$ cat src/rtl/shift_seq_pkg.sv
// Shared types and constants for the 4-bit load/shift register sequencer.
package shift_seq_pkg;

  localparam int REG_WIDTH = 4;
  localparam int BIT_IDX_W = 2;

  typedef enum logic [2:0] {
    S_IDLE,
    S_SETUP,
    S_LOAD,
    S_SETTLE,
    S_HOLD,
    S_STEP
  } seqState_t;

  // Cycles from the accepting edge to the edge that raises DONE.
  function automatic int frameLen(input int bitCycles);
    return 3 + REG_WIDTH * bitCycles + (REG_WIDTH - 1);
  endfunction

endpackage

$ cat src/rtl/shift_seq_ctrl_bit_timer.sv
// Saturating down-counter timing one serial bit window; tc is high at zero.
module bit_timer #(
  parameter int BIT_CYCLES = 4
) (
  input  logic clk,
  input  logic rst,
  input  logic clr,
  input  logic load,
  input  logic dec,
  output logic tc
);

  localparam int CNT_W = $clog2(BIT_CYCLES + 1);
  localparam logic [CNT_W-1:0] LOAD_VAL = CNT_W'(BIT_CYCLES - 1);
  localparam logic [CNT_W-1:0] CNT_ONE = CNT_W'(1);

  logic [CNT_W-1:0] count;

  always_ff @(posedge clk or posedge rst) begin
    if (rst) begin
      count <= '0;
    end else if (clr) begin
      count <= '0;
    end else if (load) begin
      count <= LOAD_VAL;
    end else if (dec && (count != '0)) begin
      count <= count - CNT_ONE;
    end
  end

  assign tc = (count == '0);

endmodule

$ cat src/rtl/shift_seq_ctrl.sv
// Sequencer driving D/LOAD/SHIFT of a 4-bit load/shift register to emit an
// MSB-first serial stream on its Q3 tap; every control pin comes from a flop.
module shift_seq_ctrl
  import shift_seq_pkg::*;
#(
  parameter int WIDTH      = REG_WIDTH,
  parameter int BIT_CYCLES = 4
) (
  input  logic                 CLK,
  input  logic                 RST,
  input  logic                 START,
  input  logic [WIDTH-1:0]     DIN,
  output logic                 READY,
  output logic [WIDTH-1:0]     D_OUT,
  output logic                 LOAD,
  output logic                 SHIFT,
  output logic                 BIT_VALID,
  output logic [BIT_IDX_W-1:0] BIT_IDX,
  output logic                 DONE
);

  localparam logic [BIT_IDX_W-1:0] IDX_FIRST = '1;
  localparam logic [BIT_IDX_W-1:0] IDX_ONE   = BIT_IDX_W'(1);

  seqState_t state;
  logic timerClr;
  logic timerLoad;
  logic timerDec;
  logic timerTc;

  // Timer is reloaded on the edge entering each HOLD window.
  assign timerClr  = (state == S_SETUP);
  assign timerLoad = (state == S_SETTLE) || (state == S_STEP);
  assign timerDec  = (state == S_HOLD);

  bit_timer #(
    .BIT_CYCLES(BIT_CYCLES)
  ) uTimer (
    .clk (CLK),
    .rst (RST),
    .clr (timerClr),
    .load(timerLoad),
    .dec (timerDec),
    .tc  (timerTc)
  );

  always_ff @(posedge CLK or posedge RST) begin
    if (RST) begin
      state     <= S_IDLE;
      READY     <= 1'b1;
      D_OUT     <= '0;
      LOAD      <= 1'b0;
      SHIFT     <= 1'b0;
      BIT_VALID <= 1'b0;
      BIT_IDX   <= IDX_FIRST;
      DONE      <= 1'b0;
    end else begin
      DONE  <= 1'b0;
      SHIFT <= 1'b0;
      LOAD  <= 1'b0;
      unique case (state)
        S_IDLE: begin
          if (START) begin
            D_OUT <= DIN;
            READY <= 1'b0;
            state <= S_SETUP;
          end
        end
        S_SETUP: begin
          LOAD  <= 1'b1;
          state <= S_LOAD;
        end
        S_LOAD: begin
          BIT_IDX <= IDX_FIRST;
          state   <= S_SETTLE;
        end
        S_SETTLE: begin
          BIT_VALID <= 1'b1;
          state     <= S_HOLD;
        end
        S_HOLD: begin
          if (timerTc) begin
            BIT_VALID <= 1'b0;
            if (BIT_IDX == '0) begin
              READY <= 1'b1;
              DONE  <= 1'b1;
              state <= S_IDLE;
            end else begin
              SHIFT <= 1'b1;
              state <= S_STEP;
            end
          end
        end
        S_STEP: begin
          BIT_VALID <= 1'b1;
          BIT_IDX   <= BIT_IDX - IDX_ONE;
          state     <= S_HOLD;
        end
        default: state <= S_IDLE;
      endcase
    end
  end

endmodule

$ cat config.mk
export PLATFORM = sky130hd
export DESIGN_NAME = shift_seq_ctrl
export DESIGN_NICKNAME = d
export VERILOG_FILES = /design/src/rtl/shift_seq_pkg.sv /design/src/rtl/shift_seq_ctrl_bit_timer.sv /design/src/rtl/shift_seq_ctrl.sv
export SDC_FILE = /design/constraint.sdc
export NUM_CORES = 1
export LEC_CHECK = 0
export ABC_AREA = 1
export CORE_AREA = 2 2 46 48
export DETAILED_ROUTE_END_ITERATION = 8
export DIE_AREA = 0 0 48 50
export PLACE_DENSITY = 0.72
export SYNTH_ARGS = -nofsm -noshare
export SYNTH_HDL_FRONTEND = slang
export SYNTH_HIERARCHICAL = 1
export SYNTH_SLANG_ARGS = --single-unit
$ cat constraint.sdc
create_clock -name CLK -period 1.8 [get_ports CLK]
set_input_delay 0.45 -clock CLK [delete_from_list [all_inputs] [get_ports CLK]]
set_output_delay 0.45 -clock CLK [all_outputs]
set_load 0.005 [all_outputs]
==> impl_metrics.ini <==
[cts]
clock_latency_ns = 0.29
clk_pin_slew_ns = 0.10
cts_made_buffers = 3
cts_tree = built
clock_sinks = 17
root_buffer = clkbuf_4
htree_levels = 1
cts_buffer_depth = 2

[logic_synthesis]
syn-num-nets = 111
ys_seq_area_frac = 0.503
synth_edf_count = 0
netlist_area_um2 = 853
synthMuxAreaShare = 0
synth_ff_type = dfrtp_1
ys_top_cells_by_area = dfrtp_1, dfstp_2, inv_1
synth_commonest_cells = inv_1, nand2_1, dfrtp_1, nand3_1, o21ai_0
synth-simple-area-share = 0.268
avgSynthCellArea_um2 = 8.45
yosys.area.top_type = dfrtp_1
yosysWarnings = 6
synth_fa_ha_area_frac = 0.0440
syn_inst = 101
synth_compound_area_frac = 0.0748
synth.most_common_cell = inv_1
async_flop_share = 1.00
yosys.area.top_type_share = 0.411
ys_types = 20
synth_top_family_by_area = simple AND/OR/NAND/NOR gates
synth_xor_area_frac = 0
ys_ff_latch = 17

[detailed_routing]
drt_first_pass_iters = 3
ant_nets = 0
viasPerCell = 4.52
vias = 682
avgRoutedWirePerCell_um = 9.95
drc = 0
drtIter0Drc = 2
routed_wl_mm = 1.50

[sta]
finalSetupViolCount = 0
tightest_slew_ns = 0.509
fmax_mhz = 617
rsz0062_at_grt = false
tns_ns = 0
setup_ws_ns = 0.180
period_share = 0.900
slew_headroom = 0.660
fin_crit_ns = 1.62
hold_viol_final = 0
skew_ns = 0.00229
report.final.slew_viol_count = 0

[layout]
finalInstanceArea_um2 = 1110
diodes = 0
layout-drive-gt1-share = 0.161
final_cell_count_no_fill = 151
fin_nets = 135
syn2layout_area_growth_pct = 29.6

[floorplan]
floorplan.rows = 16
ioPinCount = 18
die_area_um2 = 2400
core_um2 = 1900
dieHeight_um = 50
die_x_um = 48
initial_core_util = 0.449

[worst_setup_path]
worst_ep_arrival_time_ns = 1.17
crit_chain = clkdlybuf4s50_1
critical-path-top-delay-family = buffers and inverters
r2r_cells = 8
rr_startpoint = BIT_IDX[0]
slowest_stage = clkdlybuf4s50_1
worstSetupPathType = flop to primary output
path_max_fanout = 2
cp-end-kind = primary output
worst_path_largest_cell_delay_ns = 0.51
r2r_end = READY
rrSetupSlack_ns = 0.44
critical_path_required_ns = 1.35
path_buf_inv = 1
cp-start-kind = flop

[power_and_ir_drop]
powerDensity_nw_per_um2 = 1580
p_total_mw = 1.74
ir_drop_v = 0.000833
p_leak_nw = 0.615

[grt]
grt_use_met3 = 0.0366
globalRouteMet1Util = 0.193
grt_pass1_vias = 644
grt_pass1_wl_mm = 2.72
antenna_found_initial = 0
grt_overflow = 0
grt_start_max_net_pins = 15
gr-max-usage-layer = met2
grtUsageTotal = 0.164
use_met2 = 0.260

[worst_hold_path]
hp-class = primary input to asynchronous set/reset pin

[placed_design]
place_area_um2 = 1060
gp_congestion = 0.852
post-dp-hpwl_mm = 1.18
pre_cts_ws_ns = 0.317
place_inst = 146
portBuffers = 17

[run]
maxCapViolCount = 0

[status]
outcome = complete, no violations
## per-layer routing
layer	share of wire	up-vias
met5	0	-
met4	0.032	0
met3	0.044	4
met2	0.49	18
met1	0.44	304
li1	-	356
## worst max-delay path by stage
stage,from,end,slack [ns],depth (start not counted)
6_report,D_OUT[0],D_OUT[0],0.18,1
5_1_grt,BIT_VALID,BIT_VALID,0.13,1
4_1_cts,BIT_IDX[1],BIT_IDX[1],0.002,1
3_5_place_dp,BIT_IDX[0],BIT_IDX[0],0.32,1
3_3_place_gp,BIT_IDX[0],BIT_IDX[0],0.34,1
2_1_floorplan,uTimer/count[0],state[2],0.56,10
## kinds of logic (layout without fill, tap and decap cells)
logic type | count (synthesis) | after routing
flops | 17 | 17
simple gates | 44 | 44
compound gates | 12 | 12
buf+inv | 25 | 48
fa+ha+maj | 3 | 3
## flip-flops by register name, indices dropped and copies added, names as in the netlist
register,count
BIT_IDX,2
BIT_VALID,1
DONE,1
D_OUT,4
LOAD,1
READY,1
SHIFT,1
state,3
uTimer/count,3
## power by group
group / total [mW] / switching, mW / internal, mW
clock: 0.206 / 0.120 / 0.0863
combinational: 0.876 / 0.470 / 0.406
sequential: 0.661 / 0.118 / 0.544
## repair_timing
action                                  4_1_cts  5_1_grt
hold endpoints to repair                      0        0
gates resized for setup                       0        3
endpoints found under the setup margin        1        3
hold buffers                                  0        0
pin swaps                                     0        0
setup buffers                                 1        0
## stage by stage
stage                     utilization  hold WS [ns]
after floorplan                     -         0.204
after global placement          0.560         0.453
after detailed placement        0.560         0.457
after CTS                       0.578         0.341
after global routing            0.582         0.346
final                           0.582         0.343
## cell type report
type	instances	area (um2)
Clock buffer	4	26.3
Tap cell	27	33.8
Fill cell	177	796
Inverter	25	93.8
Timing Repair Buffer	19	193
Multi-Input combinational cell	59	330
Sequential cell	17	429
## layout by cell type (no fill, tap or decap)
cell / count
a21oi_1: 3
buf_4: 2
clkbuf_1: 1
clkbuf_4: 3
clkdlybuf4s50_1: 14
clkinv_1: 1
dfrtp_1: 14
dfstp_2: 3
dlymetal6s2s_1: 3
ha_1: 3
inv_1: 21
inv_2: 3
nand2_1: 19
nand2_2: 3
nand2_4: 2
nand3_1: 9
nand3_2: 2
nand3b_1: 1
nor2_1: 4
nor2_2: 1
nor2_4: 1
nor3_1: 1
o21ai_0: 8
o221ai_1: 1
or2_1: 1
(Power assumes the default switching activity.)
